<file path="src/rtl/seq_right_shifter_pkg.sv">
// -----------------------------------------------------------------------------
// seq_right_shifter_pkg
//
// Shared constants and types for the sequential right shifter.
//   DATA_W  : datapath width (operand and result)
//   SHAMT_W : width of the shift amount / iteration counter
//   state_e : control FSM encoding (IDLE, SHIFT, DONE)
// -----------------------------------------------------------------------------
package seq_right_shifter_pkg;

   localparam int DATA_W  = 32;
   localparam int SHAMT_W = 5;

   typedef logic [DATA_W-1:0]  data_t;
   typedef logic [SHAMT_W-1:0] shamt_t;

   typedef enum logic [1:0] {
      IDLE  = 2'b00,
      SHIFT = 2'b01,
      DONE  = 2'b10
   } state_e;

endpackage : seq_right_shifter_pkg

</file>
<file path="src/rtl/seq_right_shifter_one_bit.sv">
// -----------------------------------------------------------------------------
// oneBitRightShifter
//
// Combinational 32-bit logical right shift by exactly one position. Bit 31 of
// the output is always zero; callers that need a sign fill apply it outside.
//
// Ports
//   number_i : operand to shift
//   result_o : operand >> 1 (zero fill)
// -----------------------------------------------------------------------------
module oneBitRightShifter
   import seq_right_shifter_pkg::*;
(
   input  logic [DATA_W-1:0] number_i,
   output logic [DATA_W-1:0] result_o
);

   // The LSB falls off the end of the shift by design.
   logic unused_lsb;
   assign unused_lsb = number_i[0];

   assign result_o = {1'b0, number_i[DATA_W-1:1]};

endmodule : oneBitRightShifter

</file>
<file path="src/rtl/seq_right_shifter.sv">
// -----------------------------------------------------------------------------
// seq_right_shifter
//
// Iterative right shifter: one bit per clock. An accepted start captures the
// operand, shift amount and mode; the block then shifts once per cycle in
// SHIFT and pulses done in DONE. A new start is accepted in IDLE or DONE, so
// back-to-back operations need no idle cycle.
//
// Ports
//   clk    : clock, all state updates on the rising edge
//   rst    : synchronous active-high reset
//   start  : request pulse, ignored while busy
//   number : operand, captured on an accepted start
//   shamt  : shift amount 0..31, captured on an accepted start
//   arith  : 0 = logical (zero fill), 1 = arithmetic (sign fill)
//   result : registered working value
//   busy   : high while in SHIFT
//   done   : one-cycle pulse, high while in DONE
// -----------------------------------------------------------------------------
module seq_right_shifter
   import seq_right_shifter_pkg::*;
(
   input  logic               clk,
   input  logic               rst,
   input  logic               start,
   input  logic [DATA_W-1:0]  number,
   input  logic [SHAMT_W-1:0] shamt,
   input  logic               arith,
   output logic [DATA_W-1:0]  result,
   output logic               busy,
   output logic               done
);

   // --------------------------------------------------------------------------
   // State and datapath registers
   // --------------------------------------------------------------------------
   state_e state_q, state_d;
   data_t  work_q,  work_d;
   shamt_t cnt_q,   cnt_d;
   logic   arith_q, arith_d;

   data_t  step_raw;   // one-bit shift of work_q, zero filled
   data_t  step_out;   // one-bit shift with the mode-dependent fill applied
   logic   fill_bit;
   logic   accept;

   // A start is only honoured when no shift is in flight.
   assign accept = start && ((state_q == IDLE) || (state_q == DONE));

   // --------------------------------------------------------------------------
   // One-bit shift step
   // --------------------------------------------------------------------------
   oneBitRightShifter u_one_bit (
      .number_i (work_q),
      .result_o (step_raw)
   );

   // During an arithmetic shift bit 31 of the working register is re-filled
   // with itself every step, so it always equals bit 31 of the captured
   // operand. For logical shifts the mode flag forces a zero fill.
   assign fill_bit = arith_q & work_q[DATA_W-1];

   // The instance always zero-fills bit 31, so OR-ing inserts the fill.
   assign step_out = {step_raw[DATA_W-1] | fill_bit, step_raw[DATA_W-2:0]};

   // --------------------------------------------------------------------------
   // State register
   // --------------------------------------------------------------------------
   // NOTE: sequential state uses non-blocking assignments so every register
   // samples the pre-edge value of every other register.
   always_ff @(posedge clk) begin
      if (rst) begin
         state_q <= IDLE;
         work_q  <= '0;
         cnt_q   <= '0;
         arith_q <= 1'b0;
      end else begin
         state_q <= state_d;
         work_q  <= work_d;
         cnt_q   <= cnt_d;
         arith_q <= arith_d;
      end
   end

   // --------------------------------------------------------------------------
   // Next-state logic
   // --------------------------------------------------------------------------
   // NOTE: every combinational output gets a default first so no path through
   // the block leaves it unassigned, which would infer a latch.
   always_comb begin
      state_d = state_q;
      unique case (state_q)
         IDLE: begin
            if (accept) begin
               state_d = (shamt == '0) ? DONE : SHIFT;
            end
         end
         SHIFT: begin
            // Counter is never zero here; the step taking it from 1 to 0 is
            // the last one.
            if (cnt_q == shamt_t'(1)) begin
               state_d = DONE;
            end
         end
         DONE: begin
            if (accept) begin
               state_d = (shamt == '0) ? DONE : SHIFT;
            end else begin
               state_d = IDLE;
            end
         end
         default: state_d = IDLE;
      endcase
   end

   // --------------------------------------------------------------------------
   // Datapath next-value logic
   // --------------------------------------------------------------------------
   always_comb begin
      work_d  = work_q;
      cnt_d   = cnt_q;
      arith_d = arith_q;
      if (accept) begin
         work_d  = number;
         cnt_d   = shamt;
         arith_d = arith;
      end else if (state_q == SHIFT) begin
         work_d = step_out;
         cnt_d  = cnt_q - shamt_t'(1);
      end
   end

   // --------------------------------------------------------------------------
   // Outputs
   // --------------------------------------------------------------------------
   always_comb begin
      result = work_q;
      busy   = (state_q == SHIFT);
      done   = (state_q == DONE);
   end

endmodule : seq_right_shifter

</file>
<file path="config.mk">
export PLATFORM = sky130hd
export DESIGN_NAME = seq_right_shifter
export DESIGN_NICKNAME = d
export VERILOG_FILES = /design/src/rtl/seq_right_shifter_pkg.sv /design/src/rtl/seq_right_shifter_one_bit.sv /design/src/rtl/seq_right_shifter.sv
export SDC_FILE = /design/constraint.sdc
export NUM_CORES = 1
export LEC_CHECK = 0
export BUFFER_PORTS_ARGS = -buffer_cell sky130_fd_sc_hd__buf_2
export CORE_MARGIN = 2
export CORE_UTILIZATION = 50
export CTS_CLUSTER_SIZE = 16
export DETAILED_ROUTE_END_ITERATION = 8
export PLACE_DENSITY = 0.84
export SYNTH_ARGS = -nofsm -noshare
export SYNTH_HDL_FRONTEND = slang
export SYNTH_SLANG_ARGS = --single-unit
</file>
<file path="constraint.sdc">
create_clock -name clk -period 3.45 [get_ports clk]
set_input_delay 0 -clock clk [delete_from_list [all_inputs] [get_ports clk]]
set_output_delay 0 -clock clk [all_outputs]
set_load 0.1 [all_outputs]
</file>
==> results.yml <==
drt:
  dr.pass1.iters: 5
  dr.max_layer_used: "met4"
  wl_per_cell_microns: 13.5
  drc: 0
  wl_met1_mm: 1.92
  routed_via_density: 5.30
  wl_met3_microns: 273
  met2_length_mm: 2.40
  num_vias: 1819
  routed_wl_mm: 4.63
  antenna_left: 0
  first_iter_violations: 165
layout:
  register_area_sq_um: 801
  final_layout_size_suffix_gt1_share_pct: 30.0
  multiInputGateArea_sq_um: 768
  final_common_cell: "buf_2"
  nets: 339
  fillCellCount: 251
  area_growth_syn_to_layout_pct: 49.0
  diodes: 0
  mostFrequentLayoutCells: "74 x buf_2, 40 x dfxtp_1, 38 x dlygate4sd3_1"
clock_network:
  clock_sinks: 40
  cts.path.max_buffers: 2
  clk_pin_slew_ns: 0.12
  clk-insertion-delay-late_ns: 0.35
  cts_max_level: 2
  cts_tree: "yes"
  cts-root-buf: "clkbuf_4"
  cts_buffers: 5
sta:
  fin_skew_ns: 0.00659
  hold_viol_final: 0
  period_share_pct: 66.4
  tightest_slew_ns: 0.726
  fin_setup_tns_ns: 0
  rsz0062_at_grt: "no"
  fin_crit_ns: 2.29
  setup-violations-final: 0
  slew_headroom_pct: 51.6
  drv_slew: 0
  fmax_ghz: 0.437
power_and_ir_drop:
  p_sw_w: 0.000521
  p_per_area_nw_per_um2: 524
  leakage_nw: 1.11
  sw_frac_of_total_pct: 39.8
  intPower_w: 0.000787
  p_clk_share_pct: 25.2
  power.share.sequential_pct: 40.7
  power_frac_comb_pct: 34.0
  total_power_w: 0.00131
  vdd_drop_max_uv: 347
yosys:
  seq_area_frac_synth_pct: 47.8
  yosys-top-cells-area: "dfxtp_1 48%, a22oi_1 14%, a21oi_1 10%"
  synth-seq-cells: 40
  netlist.area_leader.share_pct: 47.8
  synth_fp_nets: 233
  synth.avg_cell_area_sq_um: 8.82
  synth_edf_count: 0
  async_flop_share_pct: 0
  yosys_warnings: 0
  synth_area_sq_um: 1680
  synthCells: 190
  synth_top_cell_by_area: "dfxtp_1"
  synth.distinct_cells: 28
  synthFlopType: "dfxtp_1"
global_routing:
  grt_pass1_vias: 1674
  grt_usage_pct: 24.8
  overflow: 0
  grt_pass1_wl_mm: 7.02
  grt_max_degree: 41
  antenna_found_initial: 0
run:
  max_cap_violations: 0
floorplanning:
  die_w_microns: 61.9
  die-area_sq_um: 3830
  ios: 75
  num_rows: 21
  fp.dieH_microns: 61.9
  core-area_sq_um: 3280
  start_util_pct: 51.0
placed_design:
  globalplace.congestion: 0.817
  io_buffers: 74
  place_hpwl_mm: 2.71
setup_path:
  criticalPathCategory: "flip-flop to flip-flop"
  rr_worst_depth: 6
  startpoint: "state_q[1]"
  crit_fanout: 34
  cp_data_arrival_time_ns: 2.56
  timing.rr.start: "state_q[1]"
  reg2reg_to: "result[20]"
  worst_setup_path_start_kind: "flip-flop"
  r2r_slack_ns: 1.16
  critPathCaptureType: "flip-flop"
  critical_path_required_ns: 3.73
  endpoint: "result[20]"
hold_path:
  min_path_type: "input pin to flip-flop"
run_status:
  run_status: "finished, final reports clean"
-- sequential cells by signal, summed over array words and instances, names as in the netlist --
name	count
arith_q	1
state_q	2
result	32
cnt_q	5
-- per-layer routing --
metal,up-vias,track usage (%)
met5,-,0
met4,0,8.51
met3,2,7.66
met2,82,43.2
met1,838,29.0
li1,897,-
-- worst max-delay path, cell delays in order, from the launching register on --
cell and delay (ns):
dfxtp_1 0.35, nand2b_1 0.36, inv_2 0.35, nor2_2 0.56
buf_4 0.33, nand2_1 0.09, a21oi_1 0.15
-- per-stage QoR --
step / utilization [%] / cells / setup WS, ns / hold slack (ns) / cell area [sq um]
final: 76.0 / 343 / 1.16 / 0.0359 / 2500
after global routing: 76.0 / 343 / 0.971 / 0.0439 / 2500
after CTS: 76.0 / 343 / 1.22 / 0.0388 / 2500
after detailed placement: 61.7 / 297 / 1.26 / 0.248 / 2030
after global placement: 61.7 / 297 / 1.29 / 0.246 / 2030
after floorplan: - / 190 / 1.80 / 0.136 / 1680
-- power by group through the flow --
| stage | sequential (W) | clock (W) | combinational [W] |
|---|---|---|---|
| final | 0.000533 | 0.000330 | 0.000445 |
| after global routing | 0.000538 | 0.000359 | 0.000472 |
| after CTS | 0.000532 | 0.000335 | 0.000441 |
| after detailed placement | 0.000543 | 0 | 0.000407 |
| after global placement | 0.000542 | 0 | 0.000405 |
| after floorplan | 0.000743 | 0 | 0.000140 |
-- cells by family after synthesis --
logic type / after synthesis / synth area share (%)
buffers and inverters: 19 / 6.42
AOI/OAI and AO/OA: 76 / 29.3
and+or+nand+nor: 53 / 15.1
adders and majority gates: 2 / 1.49
DFF: 40 / 47.8
-- area by class of cell --
| type | instances | share of cell area (%) |
|---|---|---|
| clock buffer | 6 | 2.05 |
| clock inverter | 2 | 1.55 |
| inverter | 4 | 0.601 |
| multi-input combinational | 131 | 30.8 |
| sequential | 40 | 32.1 |
| tap | 46 | 2.30 |
| timing repair buffer | 114 | 30.7 |
-- synthesized netlist by cell type, drive strengths merged (4+ instances only) --
| cell type | instances |
|---|---|
| buf | 10 |
| a21oi | 35 |
| a22oi | 32 |
| nand2 | 34 |
| nor2 | 9 |
| dfxtp | 40 |
| clkbuf | 5 |
| inv | 4 |
-- worst min path at each step --
stage	slack [ns]	endpoint	startpoint	depth (start not counted)
5_1_grt	0.04	arith_q	start	4
3_5_place_dp	0.25	result[31]	number[31]	3
2_1_floorplan	0.14	arith_q	arith	2
4_1_cts	0.04	arith_q	start	4
3_3_place_gp	0.25	result[31]	number[31]	3
6_report	0.04	arith_q	start	4
-- timing repair --
action                                 4_1_cts  5_1_grt
endpoints found under the hold margin       38        0
setup buffers                                0        0
setup endpoints to repair                    0        0
hold buffers                                38        0
gates resized for setup                      0        0
Note: power is estimated with default switching activity, not from simulation.
